<file path="src/rtl/mcu_spi_master_if.sv">
// Peripheral memory bus bundle between the CPU side (master) and the SPI master block (slave).
interface mcu_spi_master_if;
  logic [7:0] periph_data_in;
  logic [2:0] periph_addr_in;
  logic       periph_addr_valid_in;
  logic       periph_write_en_in;
  logic [7:0] periph_data_out;
  logic       periph_data_valid_out;

  modport master (
    output periph_data_in, periph_addr_in, periph_addr_valid_in, periph_write_en_in,
    input  periph_data_out, periph_data_valid_out
  );

  modport slave (
    input  periph_data_in, periph_addr_in, periph_addr_valid_in, periph_write_en_in,
    output periph_data_out, periph_data_valid_out
  );
endinterface

</file>
<file path="src/rtl/mcu_spi_master.sv">
// Full-duplex SPI master with divider, CPOL/CPHA, bit order, chip selects and TX/RX FIFOs.
// Optional feature macro: SPI_IRQ_EN adds the irq_out port and the IRQ_EN register.
module mcu_spi_master #(
  parameter int DIV_WIDTH  = 8,
  parameter int CS_COUNT   = 2,
  parameter int FIFO_DEPTH = 4
) (
  input  logic                clk_in,
  input  logic                reset_in,
  mcu_spi_master_if.slave     bus,
  output logic                sclk_out,
  output logic                mosi_out,
  input  logic                miso_in,
  output logic [CS_COUNT-1:0] cs_out
`ifdef SPI_IRQ_EN
  ,
  output logic                irq_out
`endif
);

  localparam int PTR_W = (FIFO_DEPTH > 1) ? $clog2(FIFO_DEPTH) : 1;
  localparam int CNT_W = PTR_W + 1;
  localparam logic [CNT_W-1:0] DEPTH_C = CNT_W'(FIFO_DEPTH);

  typedef enum logic [1:0] {IDLE, LOAD, SHIFT, DONE} state_t;

  state_t               state_q;
  logic [DIV_WIDTH-1:0] div_q, engDiv_q, divCnt_q;
  logic [2:0]           mode_q, engMode_q;
  logic [CS_COUNT-1:0]  cs_q;
  logic                 rxOvf_q, txOvf_q;
  logic [7:0]           dataOut_q;
  logic                 dataValid_q;
  logic [3:0]           edgeCnt_q;
  logic [7:0]           txShift_q, rxShift_q;
  logic                 sclk_q, mosi_q, misoMeta_q, misoSync_q;

  logic [7:0]           txMem_q [FIFO_DEPTH];
  logic [7:0]           rxMem_q [FIFO_DEPTH];
  logic [PTR_W-1:0]     txWr_q, txRd_q, rxWr_q, rxRd_q;
  logic [CNT_W-1:0]     txCount_q, rxCount_q, txCount_d, rxCount_d;

  logic       wrStrobe, rdStrobe;
  logic       txFull, txEmpty, rxFull, rxEmpty, busy;
  logic       txPushReq, txPush, txPop, rxPush, rxPop, statusWr;
  logic [7:0] txHead, rxHead, rdData, divRd, csRd, irqRd;
  logic [3:0] txLvl, rxLvl;
  logic       leading, doSample, doShift;

  assign wrStrobe  = bus.periph_addr_valid_in && bus.periph_write_en_in;
  assign rdStrobe  = bus.periph_addr_valid_in && !bus.periph_write_en_in;
  assign txFull    = (txCount_q == DEPTH_C);
  assign txEmpty   = (txCount_q == '0);
  assign rxFull    = (rxCount_q == DEPTH_C);
  assign rxEmpty   = (rxCount_q == '0);
  assign busy      = (state_q != IDLE) || !txEmpty;
  assign txPushReq = wrStrobe && (bus.periph_addr_in == 3'd4);
  assign txPush    = txPushReq && !txFull;
  assign txPop     = (state_q == LOAD);
  assign rxPush    = (state_q == DONE) && !rxFull;
  assign rxPop     = rdStrobe && (bus.periph_addr_in == 3'd5) && !rxEmpty;
  assign statusWr  = wrStrobe && (bus.periph_addr_in == 3'd3);
  assign txHead    = txMem_q[txRd_q];
  assign rxHead    = rxMem_q[rxRd_q];

  // Edge 0 of each SCLK pair is the leading edge; CPHA picks which edge samples.
  assign leading  = ~edgeCnt_q[0];
  assign doSample = leading ^ engMode_q[0];
  assign doShift  = !doSample && !((edgeCnt_q == 4'd15) && !engMode_q[0]);

  always_comb begin
    txCount_d = txCount_q;
    if (txPush && !txPop)
      txCount_d = txCount_q + 1'b1;
    else if (!txPush && txPop)
      txCount_d = txCount_q - 1'b1;
    rxCount_d = rxCount_q;
    if (rxPush && !rxPop)
      rxCount_d = rxCount_q + 1'b1;
    else if (!rxPush && rxPop)
      rxCount_d = rxCount_q - 1'b1;
  end

  always_comb begin
    divRd = '0;
    divRd[DIV_WIDTH-1:0] = div_q;
    csRd = '0;
    csRd[CS_COUNT-1:0] = cs_q;
    txLvl = '0;
    txLvl[CNT_W-1:0] = txCount_q;
    rxLvl = '0;
    rxLvl[CNT_W-1:0] = rxCount_q;
    rdData = 8'h00;
    case (bus.periph_addr_in)
      3'd0:    rdData = divRd;
      3'd1:    rdData = {5'b0, mode_q};
      3'd2:    rdData = csRd;
      3'd3:    rdData = {3'b0, txOvf_q, rxOvf_q, rxEmpty, txFull, busy};
      3'd5:    rdData = rxEmpty ? 8'h00 : rxHead;
      3'd6:    rdData = {rxLvl, txLvl};
      3'd7:    rdData = irqRd;
      default: rdData = 8'h00;
    endcase
  end

`ifdef SPI_IRQ_EN
  logic [1:0] irqEn_q;
  logic       irq_q;
  assign irqRd   = {6'b0, irqEn_q};
  assign irq_out = irq_q;

  always_ff @(posedge clk_in) begin
    if (reset_in) begin
      irqEn_q <= 2'b00;
      irq_q   <= 1'b0;
    end else begin
      if (wrStrobe && (bus.periph_addr_in == 3'd7))
        irqEn_q <= bus.periph_data_in[1:0];
      irq_q <= (irqEn_q[0] && !rxEmpty) || (irqEn_q[1] && txEmpty && (state_q == IDLE));
    end
  end
`else
  assign irqRd = 8'h00;
`endif

  always_ff @(posedge clk_in) begin
    if (txPush)
      txMem_q[txWr_q] <= bus.periph_data_in;
    if (rxPush)
      rxMem_q[rxWr_q] <= rxShift_q;
  end

  always_ff @(posedge clk_in) begin
    if (reset_in) begin
      div_q       <= '0;
      mode_q      <= 3'b000;
      cs_q        <= '1;
      rxOvf_q     <= 1'b0;
      txOvf_q     <= 1'b0;
      dataOut_q   <= 8'h00;
      dataValid_q <= 1'b0;
      txWr_q      <= '0;
      txRd_q      <= '0;
      txCount_q   <= '0;
      rxWr_q      <= '0;
      rxRd_q      <= '0;
      rxCount_q   <= '0;
    end else begin
      dataValid_q <= rdStrobe;
      if (rdStrobe)
        dataOut_q <= rdData;
      if (wrStrobe) begin
        case (bus.periph_addr_in)
          3'd0:    div_q  <= bus.periph_data_in[DIV_WIDTH-1:0];
          3'd1:    mode_q <= bus.periph_data_in[2:0];
          3'd2:    cs_q   <= bus.periph_data_in[CS_COUNT-1:0];
          default: ;
        endcase
      end
      // A new overflow in the same cycle as a clear wins, so no event is lost.
      if (txPushReq && txFull)
        txOvf_q <= 1'b1;
      else if (statusWr && bus.periph_data_in[4])
        txOvf_q <= 1'b0;
      if ((state_q == DONE) && rxFull)
        rxOvf_q <= 1'b1;
      else if (statusWr && bus.periph_data_in[3])
        rxOvf_q <= 1'b0;
      if (txPush)
        txWr_q <= txWr_q + 1'b1;
      if (txPop)
        txRd_q <= txRd_q + 1'b1;
      if (rxPush)
        rxWr_q <= rxWr_q + 1'b1;
      if (rxPop)
        rxRd_q <= rxRd_q + 1'b1;
      txCount_q <= txCount_d;
      rxCount_q <= rxCount_d;
    end
  end

  always_ff @(posedge clk_in) begin
    if (reset_in) begin
      state_q    <= IDLE;
      engDiv_q   <= '0;
      engMode_q  <= 3'b000;
      divCnt_q   <= '0;
      edgeCnt_q  <= 4'd0;
      txShift_q  <= 8'h00;
      rxShift_q  <= 8'h00;
      sclk_q     <= 1'b0;
      mosi_q     <= 1'b0;
      misoMeta_q <= 1'b0;
      misoSync_q <= 1'b0;
    end else begin
      misoMeta_q <= miso_in;
      misoSync_q <= misoMeta_q;
      case (state_q)
        IDLE: begin
          sclk_q <= mode_q[1];
          if (!txEmpty || txPush)
            state_q <= LOAD;
        end
        LOAD: begin
          engDiv_q  <= div_q;
          engMode_q <= mode_q;
          divCnt_q  <= '0;
          edgeCnt_q <= 4'd0;
          rxShift_q <= 8'h00;
          sclk_q    <= mode_q[1];
          // CPHA=0 must have the first bit on MOSI before the first edge.
          if (!mode_q[0]) begin
            mosi_q    <= mode_q[2] ? txHead[0] : txHead[7];
            txShift_q <= mode_q[2] ? {1'b0, txHead[7:1]} : {txHead[6:0], 1'b0};
          end else begin
            txShift_q <= txHead;
          end
          state_q <= SHIFT;
        end
        SHIFT: begin
          if (divCnt_q == engDiv_q) begin
            divCnt_q  <= '0;
            sclk_q    <= ~sclk_q;
            edgeCnt_q <= edgeCnt_q + 4'd1;
            if (doSample)
              rxShift_q <= engMode_q[2] ? {misoSync_q, rxShift_q[7:1]}
                                        : {rxShift_q[6:0], misoSync_q};
            if (doShift) begin
              mosi_q    <= engMode_q[2] ? txShift_q[0] : txShift_q[7];
              txShift_q <= engMode_q[2] ? {1'b0, txShift_q[7:1]} : {txShift_q[6:0], 1'b0};
            end
            if (edgeCnt_q == 4'd15)
              state_q <= DONE;
          end else begin
            divCnt_q <= divCnt_q + 1'b1;
          end
        end
        DONE: begin
          sclk_q <= engMode_q[1];
          // Going straight to LOAD keeps the inter-byte gap at two clocks.
          state_q <= (!txEmpty || txPush) ? LOAD : IDLE;
        end
        default: state_q <= IDLE;
      endcase
    end
  end

  assign sclk_out                  = sclk_q;
  assign mosi_out                  = mosi_q;
  assign cs_out                    = cs_q;
  assign bus.periph_data_out       = dataOut_q;
  assign bus.periph_data_valid_out = dataValid_q;

endmodule
</file>
<file path="src/flat_wrapper.sv">
// flat-port wrapper written by rule: the top's interface ports become plain ports
module mcu_spi_master_flat 
#(
  parameter int DIV_WIDTH  = 8,
  parameter int CS_COUNT   = 2,
  parameter int FIFO_DEPTH = 4
)
  (clk_in, reset_in, sclk_out, mosi_out, miso_in, cs_out, bus_periph_data_in, bus_periph_addr_in, bus_periph_addr_valid_in, bus_periph_write_en_in, bus_periph_data_out, bus_periph_data_valid_out);
  mcu_spi_master_if bus_i ();
  input  logic clk_in;
  input  logic reset_in;
  output logic sclk_out;
  output logic mosi_out;
  input  logic miso_in;
  output logic [CS_COUNT-1:0] cs_out;
  input wire logic [$bits(bus_i.periph_data_in)-1:0] bus_periph_data_in;
  input wire logic [$bits(bus_i.periph_addr_in)-1:0] bus_periph_addr_in;
  input wire logic [$bits(bus_i.periph_addr_valid_in)-1:0] bus_periph_addr_valid_in;
  input wire logic [$bits(bus_i.periph_write_en_in)-1:0] bus_periph_write_en_in;
  output wire logic [$bits(bus_i.periph_data_out)-1:0] bus_periph_data_out;
  output wire logic [$bits(bus_i.periph_data_valid_out)-1:0] bus_periph_data_valid_out;
  assign bus_i.periph_data_in = bus_periph_data_in;
  assign bus_i.periph_addr_in = bus_periph_addr_in;
  assign bus_i.periph_addr_valid_in = bus_periph_addr_valid_in;
  assign bus_i.periph_write_en_in = bus_periph_write_en_in;
  assign bus_periph_data_out = bus_i.periph_data_out;
  assign bus_periph_data_valid_out = bus_i.periph_data_valid_out;
  mcu_spi_master #(.DIV_WIDTH(DIV_WIDTH), .CS_COUNT(CS_COUNT), .FIFO_DEPTH(FIFO_DEPTH)) u_core (.clk_in(clk_in), .reset_in(reset_in), .bus(bus_i), .sclk_out(sclk_out), .mosi_out(mosi_out), .miso_in(miso_in), .cs_out(cs_out));
endmodule
</file>
<file path="config.mk">
export PLATFORM = sky130hd
export DESIGN_NAME = mcu_spi_master_flat
export DESIGN_NICKNAME = d
export VERILOG_FILES = /design/src/rtl/mcu_spi_master_if.sv /design/src/rtl/mcu_spi_master.sv /design/src/flat_wrapper.sv
export SDC_FILE = /design/constraint.sdc
export NUM_CORES = 1
export LEC_CHECK = 0
export CAP_MARGIN = 20
export CORE_UTILIZATION = 45
export DETAILED_ROUTE_END_ITERATION = 12
export HOLD_SLACK_MARGIN = 0.12
export MAX_ROUTING_LAYER = met4
export SETUP_SLACK_MARGIN = 0.05
export SYNTH_ARGS = -nofsm -noshare
export SYNTH_HDL_FRONTEND = slang
export SYNTH_SLANG_ARGS = --single-unit
</file>
<file path="constraint.sdc">
create_clock -name clk_in -period 4.75 [get_ports clk_in]
set_input_delay 0.95 -clock clk_in [delete_from_list [all_inputs] [get_ports clk_in]]
set_output_delay 0.95 -clock clk_in [all_outputs]
set_load 0.005 [all_outputs]
</file>
* After elaboration in Yosys (flattened, before gate mapping)
Memory sizes are Yosys's and may differ from the RTL's. A register that Yosys moved wholly into a read port is not among the register bits.
Index checks and enable logic that the tools add are counted.
** Word-level totals
- Flip-flop bits (word level) :: 83
- Memory bits (writable) :: 64
- Bits of input ports :: 16
- Output and inout bits :: 13
- Logic and storage cells :: 154
- Memories :: 2
** Memories
- u_core.rxMem_q :: depth 4, width 8, read ports 1, clocked after Yosys merged registers in 1, write ports 1, RTL line mcu_spi_master.sv:39 : logic [7:0] rxMem_q [FIFO_DEPTH];
- u_core.txMem_q :: depth 4, width 8, read ports 1, clocked after Yosys merged registers in 1, write ports 1, RTL line mcu_spi_master.sv:38 : logic [7:0] txMem_q [FIFO_DEPTH];
** Cells by class
- Add/subtract/negate cells :: 10
- Equal/unequal tests :: 19
- Multiplexer cells :: 45
- Bitwise operators :: 3
- Reductions and logical operators :: 51
** Operator list (number)
- 8-bit 2-to-1 mux :: 10
- 8-bit one-hot mux with 2 select lines :: 3
- 8-bit one-hot mux with 6 select lines :: 1
- 1-bit logical AND :: 18
- 3-bit equality test, second input constant :: 5
- 1-bit 2-to-1 mux :: 15
- 2-bit 2-to-1 mux :: 7
- 1-bit zero test :: 12
- 3-bit 2-to-1 mux :: 4
- 2-bit nonzero test :: 6
- 2-bit by 1-bit inequality test with 1-bit output, second input constant :: 5
- 3-bit zero test :: 3
- 3-bit AND reduction :: 3
- 2-bit by 1-bit adder with 2-bit output, second input constant :: 4
- 8-bit by 1-bit adder with 8-bit output, second input constant :: 1
- 8-bit equality test :: 1
- 2-bit one-hot mux with 4 select lines :: 1
- 4-bit one-hot mux with 2 select lines :: 1
- 2-bit AND reduction :: 4
- 3-bit by 1-bit adder with 3-bit output, second input constant :: 2
- 3-bit by 2-bit equality test with 1-bit output, second input constant :: 2
- 3-bit by 1-bit subtractor with 3-bit output, second input constant :: 2
- 4-bit by 1-bit adder with 4-bit output, second input constant :: 1
- 2-bit equality test, second input constant :: 2
- other kinds (13) :: 15

* Depth between registers and ports, before layout
Gate-level depths: netlist of the first run.
- Depth after elaboration :: 7
- Depth in mapped cells :: 10
- Gate-level depth less buffers :: 9

* Least setup slack after synthesis of the first run
OpenSTA, ideal clock, no wires.
- Path kind :: input to register
- Start point :: input bus_periph_addr_in[0]
- End point :: register u_core.txCount_q[2]
- Setup time :: 0.070 ns
- Arrival time :: 2.966 ns
- Slack :: 1.713 ns
- Stages on the path :: 10
- Path buffers :: 1
- Cell sequence :: clkbuf_1 -> nor2_1 -> nand4_1 -> a21oi_2 -> ha_1 -> inv_1 -> fa_1 -> xor2_1 -> or3_1 -> a21oi_1
** On the way
- Cells in the longest elaborated chain, start to end :: 6
- Elaborated cells between the ends (all ways) :: 8
- Classes of those cells :: 1 x eq/ne; 1 x mux; 6 x reduce/logical
** Ends and longest elaborated chain
- start: declaration :: RTL line flat_wrapper.sv:17 : input wire logic [$bits(bus_i.periph_addr_in)-1:0] bus_periph_addr_in;
- 3-bit equality test * :: RTL line mcu_spi_master.sv:57 : assign txPushReq = wrStrobe && (bus.periph_addr_in == 3'd4);
- 1-bit logical AND * :: RTL line mcu_spi_master.sv:57
- 1-bit logical AND * :: RTL line mcu_spi_master.sv:58 : assign txPush = txPushReq && !txFull;
- via u_core.txPush :: RTL line mcu_spi_master.sv:45 : logic txPushReq, txPush, txPop, rxPush, rxPop, statusWr;
- 1-bit zero test :: RTL line mcu_spi_master.sv:75 : else if (!txPush && txPop)
- 1-bit logical AND :: RTL line mcu_spi_master.sv:75
- 2-bit nonzero test (no source line)
- end signal: assignment :: RTL line mcu_spi_master.sv:177 : txCount_q <= txCount_d;
- end: declaration :: RTL line mcu_spi_master.sv:41 : logic [CNT_W-1:0] txCount_q, rxCount_q, txCount_d, rxCount_d;
Mark *: on every way through the listed nets, which the timed path passes. The rest lies on a longest branch.
A chain may end at the register's enable or synchronous reset.

* Worst setup path in the final report of the first run
- Start point :: input bus_periph_addr_in[1]
- End point :: register u_core.txCount_q[2]
Same word-level chain as after synthesis.

==> flow_summary_export.csv, run 1 <==
group,metric,value,unit
setup_path,crit_path_end_kind,"register",
layout,multiInputGateArea,3014,um^2
logic_synthesis,muxShareOfSynthArea,11.28,%
grt,grt_most_used_layer,"met2",
detailed_routing,wl,15420,um
sta,slew_headroom,28.63,%
logic_synthesis,yosys.area_share.simple,13.86,%
logic_synthesis,synth_xor_area_share,2.924,%
logic_synthesis,ys_async_sr_fraction,0,%
placed_design,place_area,7262,um^2
layout,final_cell_mix,"87 x dfxtp_1, 65 x nor2_1, 64 x edfxtp_1",
cts,clock_path_buffers,2,
floorplan,io_pins,29,
cts,postCtsSetupBuffers,0,
logic_synthesis,syn_nets,651,
logic_synthesis,synth-warning-count,0,
outcome,status,"finished clean",
sta,holdWs,0.4387,ns
grt,grt_pass1_vias,4538,
detailed_routing,ant_nets,0,
placed_design,place_congestion,0.8335,
grt,grt_remaining_overflow,0,
detailed_routing,wl_per_cell,18.60,um
grt,use_met3,4.333,%
grt,antenna_found_initial,1,
grt,grtUsageTotal,21.17,%
logic_synthesis,synth_compound_area_share,12.20,%
sta,tns,0,ns
logic_synthesis,synth_area,6890,um^2
detailed_routing,drt_pass1_iterations,5,
power_and_ir_drop,ir_drop,0.3576,mV
layout,nFillCells,1270,
placed_design,dp_hpwl,10820,um
sta,finalClockSkew,0.01048,ns
power_and_ir_drop,p_leak,0.002586,uW
detailed_routing,drc,0,
floorplan,fp.dieH,125.7,um
cts,numCtsBuffers,17,
layout,layout-drive-gt1-share,8.385,%
placed_design,portBuffers,28,
sta,hold_violations,0,
logic_synthesis,synth_top_family_by_area,"simple AND/OR/NAND/NOR gates",
logic_synthesis,synth_fa_ha_area_share,3.486,%
grt,grt_max_degree,45,
power_and_ir_drop,power.density,450.7,nW/um^2
layout,stdcell_area,7835,um^2
layout,area_delta_synth_final,13.71,%
layout,fin_util,53.10,%
floorplan,initial_core_util,46.70,%
cts,clock-sinks,151,
setup_path,cp_max_fo,15,
logic_synthesis,synth_edf_count,64,
sta,tightest_slew,1.063,ns
floorplan,die_x,125.7,um
detailed_routing,drt-vias-per-instance,5.774,
sta,fmax,287.2,MHz
floorplan,rows,44,
grt,grt_util_met1,29.39,%
logic_synthesis,synthFlopType,"dfxtp_1",
grt,use_met2,31.54,%
setup_path,crit_type,"in -> reg",
min_path,hold_path.class,"reg -> reg",
cts,clkTransAtPathRegs,0.06,ns
grt,grt_pass1_wl,24670,um
sta,finalCritPeriodShare,73.31,%
logic_synthesis,postSynthAreaPerCell,11.17,um^2
floorplan,dieArea,15810,um^2
sta,setup_violations,0,
sta,period_minus_slack,3.482,ns
layout,layout.nets,665,
cts,cts_tree,"yes",
cts,hold_buffers,0,
cts,clk_latency,0.42,ns
setup_path,start_kind,"input port",
layout,final_common_cell,"dfxtp_1",
sta,report.final.slew_viol_count,0,
cts,cts_resized,0,
cts,htree_num_levels,4,
logic_synthesis,yosysSeqAreaShare,53.17,%
detailed_routing,vias,4787,
logic_synthesis,synth-seq-cells,151,
floorplan,design.core.area,14750,um^2
sta,rsz0062_at_grt,"no",
run,maxCapViolCount,0,
detailed_routing,first_iter_violations,375,
setup_path,required,5.09,ns
setup_path,arrival,3.82,ns
layout,seqCellArea,3664,um^2
cts,cts_root_buffer,"clkbuf_16",
logic_synthesis,yosysUniqueCellTypes,60,
logic_synthesis,netlist_instances,617,
==> flip-flops by register name, indices dropped and copies added (netlist names), 4 cells and up, named ones only <==
| name | count |
|---|---|
| u_core.rxShift_q | 8 |
| u_core.edgeCnt_q | 4 |
| u_core.divCnt_q | 8 |
| u_core.txShift_q | 8 |
| u_core.engDiv_q | 8 |
| u_core.rxMem_q | 32 |
| u_core.txMem_q | 32 |
| u_core.divRd | 8 |
| u_core.bus.periph_data_out | 8 |
==> area by class of cell <==
class	instances	area share [%]
multi-input combinational	415	38.47
antenna	1	0.03194
clock buffer	19	5.525
clock inverter	13	1.757
tap	184	2.938
sequential	151	46.76
inverter	15	0.7186
timing repair buffer	31	3.801
==> routing by layer <==
layer	routed length (um)	part of all wire, %
met2	6959	45
met1	7652	50
met3	643	4.2
met5	0	0
met4	167	1.1
==> stage by stage <==
stage          instances  total power [uW]  setup WS [ns]
4_1_cts              828              3543          1.273
3_5_place_dp         796              2247         0.8515
2_1_floorplan        617              2059          1.713
3_3_place_gp         796              2226         0.9443
6_report             829              3531          1.268
5_1_grt              829              3687          1.045
==> worst max-delay path: stages <==
cell	delay (ns)
clkdlybuf4s50_1	0.67
nor2_1	0.19
buf_4	0.20
nand4_1	0.18
a21oi_2	0.33
ha_1	0.25
inv_1	0.06
fa_1	0.37
xor2_1	0.17
or3_1	0.31
a21oi_1	0.14
==> power by group <==
part | switching [uW] | internal (uW)
registers | 107 | 1430
logic | 396 | 297
clock network | 560 | 739
total | 1060 | 2470
==> cell usage after synthesis, types with 11 or more instances <==
cell type / instances / share of area, %
mux2i_1: 36 / 5.2
xor2_1: 11 / 1.4
o21ai_0: 22 / 1.6
edfxtp_1: 64 / 28
a21oi_1: 35 / 2.5
nand3_1: 18 / 1.3
nand2_1: 33 / 1.8
ha_1: 16 / 2.9
dfxtp_1: 87 / 25
buf_2: 11 / 0.80
inv_1: 15 / 0.82
clkbuf_1: 21 / 1.1
nor2_1: 65 / 3.5
xnor2_1: 12 / 1.5
==> cell families after synthesis <==
logic type	after synthesis
and+or+nand+nor	192
xor gates and xnor gates	23
muxes	56
AOI/OAI and AO/OA	126
adders and majority gates	18
buffers and inverters	51
DFF	151
==> path summary, 6_finish.rpt <==
kind | from | to | slack [ns] | depth (start not counted)
setup reg to reg | u_core.state_q[0]$_SDFFE_PP0P_ | u_core.txShift_q[5]$_SDFFE_PP0P_ | 2.01 | 6
hold / removal | u_core.misoMeta_q$_SDFF_PP0_ | u_core.misoSync_q$_SDFF_PP0_ | 0.44 | 1
setup / recovery | bus_periph_addr_in[1] | u_core.txCount_q[2]$_SDFFE_PP0P_ | 1.27 | 11
hold reg to reg | u_core.misoMeta_q$_SDFF_PP0_ | u_core.misoSync_q$_SDFF_PP0_ | 0.44 | 1
Power figures use the tool's default switching activity.
==> inputs of run 2 (changes only) <==
==> constraint.sdc (replaced) <==
create_clock -name clk_in -period 2.8 [get_ports clk_in]
set_input_delay 0.56 -clock clk_in [delete_from_list [all_inputs] [get_ports clk_in]]
set_output_delay 0.56 -clock clk_in [all_outputs]
set_load 0.005 [all_outputs]
==> run 2 against run 1 <==
Final cell count increased by 2.3%. Clock power is 82% higher. Non-clock buffer count up 20. Critical path depth is 1 lower. Routed wire length is 3.7% higher. Global-route usage rose by 1.0 points.
==> flow_summary_export.csv, run 2 (same netlist as run 1, synthesis figures left out) <==
group,metric,value,unit
outcome,status,"finished clean",
layout,layout-drive-gt1-share,11.14,%
detailed_routing,first_iter_violations,517,
setup_path,required,3.14,ns
floorplan,io_pins,29,
sta,report.final.slew_viol_count,0,
run,maxCapViolCount,0,
setup_path,arrival,2.95,ns
layout,seqCellArea,3664,um^2
setup_path,crit_path_end_kind,"register",
detailed_routing,wl,16000,um
sta,setup_violations,0,
cts,clkTransAtPathRegs,0.06,ns
layout,final_cells,848,
power_and_ir_drop,ir_drop,0.4946,mV
layout,area_delta_synth_final,16.45,%
grt,grtUsageTotal,22.21,%
setup_path,crit_type,"in -> reg",
grt,grt_pass1_vias,4826,
detailed_routing,drt_pass1_iterations,5,
power_and_ir_drop,power,6188,uW
cts,clk_latency,0.42,ns
sta,finalCritPeriodShare,93.00,%
cts,cts_root_buffer,"clkbuf_16",
min_path,hold_path.class,"reg -> reg",
sta,tns,0,ns
detailed_routing,vias,4931,
cts,cts_resized,0,
setup_path,cpPeakStageDelay,0.51,ns
cts,cts_tree,"yes",
sta,rsz0062_at_grt,"no",
placed_design,dp_hpwl,11210,um
setup_path,crit_chain,"clkdlybuf4s50_1 -> nor2_1 -> nand4_1 -> a21oi_2 -> ha_1 -> inv_1 -> fa_1 -> xor2_1 -> or3_1 -> a21oi_1",
placed_design,place_congestion,0.8570,
floorplan,dieArea,15810,um^2
sta,period_minus_slack,2.604,ns
detailed_routing,wl_per_cell,18.87,um
detailed_routing,ant_nets,0,
sta,slew_headroom,51.48,%
floorplan,fp.dieH,125.7,um
cts,hold_buffers,0,
layout,nFillCells,1289,
sta,tightest_slew,0.7268,ns
grt,grt_pass1_wl,26100,um
sta,hold_violations,0,
floorplan,design.core.area,14750,um^2
layout,final_cell_mix,"87 x dfxtp_1, 65 x nor2_1, 64 x edfxtp_1",
setup_path,r2r_cells,8,
setup_path,cp_max_fo,5,
cts,clock_path_buffers,2,
cts,clock-sinks,151,
placed_design,portBuffers,28,
placed_design,post-place-cells,816,
layout,layout.nets,685,
min_path,holdPathStages,1,
detailed_routing,drt-vias-per-instance,5.815,
setup_path,start_kind,"input port",
sta,fmax,384.0,MHz
setup_path,slowest_stage,"clkdlybuf4s50_1",
power_and_ir_drop,power.density,771.2,nW/um^2
floorplan,rows,44,
cts,htree_num_levels,4,
floorplan,initial_core_util,46.70,%
sta,finalClockSkew,0.01048,ns
layout,fin_util,54.38,%
layout,final_common_cell,"dfxtp_1",
sta,holdWs,0.4481,ns
detailed_routing,drc,0,
grt,grt_max_degree,32,
grt,antenna_found_initial,0,
layout,reg_top3,"u_core.rxMem_q (32), u_core.txMem_q (32)",
power_and_ir_drop,p_leak,0.002707,uW
cts,postCtsSetupBuffers,0,
floorplan,die_x,125.7,um
layout,multiInputGateArea,3014,um^2
layout,diodes,0,
grt,grt_remaining_overflow,0,
cts,numCtsBuffers,17,
[run 2: area by class of cell]
cell class | instances | area share (%)
clock buffer | 19 | 5.520
clock inverter | 13 | 2.105
inverter | 15 | 0.7017
multi-input combinational | 415 | 37.56
sequential | 151 | 45.66
tap | 184 | 2.869
timing repair buffer | 51 | 5.582
[run 2: per-layer routing]
metal	GRT usage [%]	wire length (um)
met5	-	0
met4	7.229	276
met3	4.630	816
met2	31.63	7159
met1	31.51	7749
[run 2: path summary, 6_finish.rpt]
kind / start / to / slack [ns]
worst max register to register: u_core.state_q[1]$_SDFFE_PP0P_ / u_core.rxCount_q[2]$_SDFFE_PP0P_ / 0.50
worst min register to register: u_core.misoMeta_q$_SDFF_PP0_ / u_core.misoSync_q$_SDFF_PP0_ / 0.45
worst min-delay path: u_core.misoMeta_q$_SDFF_PP0_ / u_core.misoSync_q$_SDFF_PP0_ / 0.45
worst max-delay path: bus_periph_addr_in[0] / u_core.txCount_q[2]$_SDFFE_PP0P_ / 0.20
[run 2: where the power goes]
group	internal (uW)	leakage (uW)	total, uW	switching (uW)
combinational	524	0.00118	1210	686
sequential	2430	0.00123	2620	184
clock	1440	0.000294	2360	923
[run 2: critical path: cells and delay by family]
family,cells,cell delay (ns)
buffers and inverters,2,0.57
XOR/XNOR,1,0.18
AO/OA/AOI/OAI,2,0.34
adder cells (fa/ha/maj),2,0.57
AND/OR/NAND/NOR,3,0.71
[run 2: metrics by stage]
step           instance area (um^2)  worst slack [ns]
4_1_cts                        8024            0.1965
5_1_grt                        8024           0.09749
6_report                       8024            0.1959
3_3_place_gp                   7412          -0.04204
2_1_floorplan                  6890            0.1534
3_5_place_dp                   7412           -0.2279
==> edit, RTL diff (settings of run 2) <==
Put one more register stage on the output `mosi_out`. The value now appears one clock later. The other outputs are not delayed to match.
--- a/src/rtl/mcu_spi_master.sv
+++ b/src/rtl/mcu_spi_master.sv
@@ -248,3 +248,5 @@
   assign sclk_out                  = sclk_q;
-  assign mosi_out                  = mosi_q;
+  always_ff @(posedge clk_in) begin
+    mosi_out <= mosi_q;
+  end
   assign cs_out                    = cs_q;
Function: changed (Yosys sat finds a counterexample within 4 cycles, from zero or initial values and one cycle with reset_in high).
==> edit against run 2 <==
  * The flow now finishes with violations (DRC)
  * Highest routed layer unchanged
  * Routed wire length is 6.3% lower
  * Critical path depth down 1
  * Sequential cell count rose by 1
  * Worst setup slack better by 0.15 ns
  * Critical endpoint is now u_core.rxCount_q[2]$_SDFFE_PP0P_
  * Critical path type is now flip-flop to flip-flop
  * Clock power fell by 13%
  * Count of clock-buffer cells in the layout increased by 2
  * Synthesized cell count is 5.0% lower
  * First-iteration DRC count is 25% lower
  * Area after synthesis fell by 1.2%
  * Total power shrank 6.6%
  * Sequential power about the same
  * Design area fell by 2.5%
  * Hold slack got worse by 0.081 ns
==> edit: results (changes against run 2) <==
leakage=2.65 nW (-2.1%); vias in the first global route=4623 (-4.2%); crit-path max FO=4 (-1); Yosys cell types=63 (+5.0%); Non-Clock Buffer Area Fraction=5.44% (-0.15 points); register area=0.00368 sq mm (+0.55%); clock-cell share of area=6.70% (-0.92 points); CP top delay family=adder cells; Post-DP Area=0.00730 sq mm (-1.5%); crit-path max cell delay=0.38 ns (-0.13 ns); metal2 WL=6970 um (-2.7%); gpl congestion=0.840 (-2.0%); # fillers=1268 (-1.6%); DP HPWL=10700 um (-4.5%); Compound-Gate Fraction of Synth Area=11.6% (-0.57 points); mux share of post-synthesis cell area=12.1% (+0.80 points); Sequential Power Share=45.2% (+2.9 points); GRT Total Usage=21.2% (-1.0 points); clock buffers=21 (+2); status=complete, but fails checks; CP max-delay cell=dfxtp_1; share of cells above drive strength 1=11.7% (+0.55 points); multi-input gates=386 (-7.0%); largest net degree at the start of global routing=33 (+3.1%); met1 wire length=7200 um (-7.1%); Fin Clk Skew=0.00866 ns (-0.00182 ns); top cells by count, synth=dfxtp_1, edfxtp_1, nor2_1; grt met1 use=29.2% (-2.3 points); post-synthesis adder-cell area fraction=3.34% (-0.14 points); drt drc=2 (+2); failing checks=DRC; # placed instances=785 (-3.8%); Multi-input gate area=0.00290 sq mm (-3.7%); Final nets=653 (-4.7%); Pre-antenna DRT Iters=9 (+4); Place WS=0.0183 ns (+0.246 ns); met3 wire len=693 um (-15%); fraction of area in registers=47.1% (+1.4 points); Rel. slew slack=54.0% (+2.5 points); flops & latches, synth=152 (+0.66%); largest cells by area after synthesis=edfxtp_1, dfxtp_1, mux2i_1, mux4_2, a21oi_1; power share of the combinational group=19.3% (-0.3 points); via count=4661 (-5.5%); Tot Pwr=5.78 mW (-6.6%); critical path arrival=2.80 ns (-0.15 ns)
[edit: cell count changes after synthesis, sizes merged, moves of 5 or more]
| cell | run 2 | this run |
|---|---|---|
| nand2 | 33 | 38 |
| nor2 | 65 | 52 |
| or3 | 6 | 1 |
| xnor2 | 12 | 17 |
[edit: path summary, 6_finish.rpt]
| check | cells after the start | slack (ns) | to | from |
|---|---|---|---|---|
| setup / recovery | 9 | 0.35 | u_core.rxCount_q[2]$_SDFFE_PP0P_ | u_core.state_q[1]$_SDFFE_PP0P_ |
| hold / removal | 0 | 0.37 | u_core.mosi_out$_DFF_P_ | u_core.mosi_q$_SDFFE_PP0P_ |
| setup reg to reg | 9 | 0.35 | u_core.rxCount_q[2]$_SDFFE_PP0P_ | u_core.state_q[1]$_SDFFE_PP0P_ |
| hold reg to reg | 0 | 0.37 | u_core.mosi_out$_DFF_P_ | u_core.mosi_q$_SDFFE_PP0P_ |
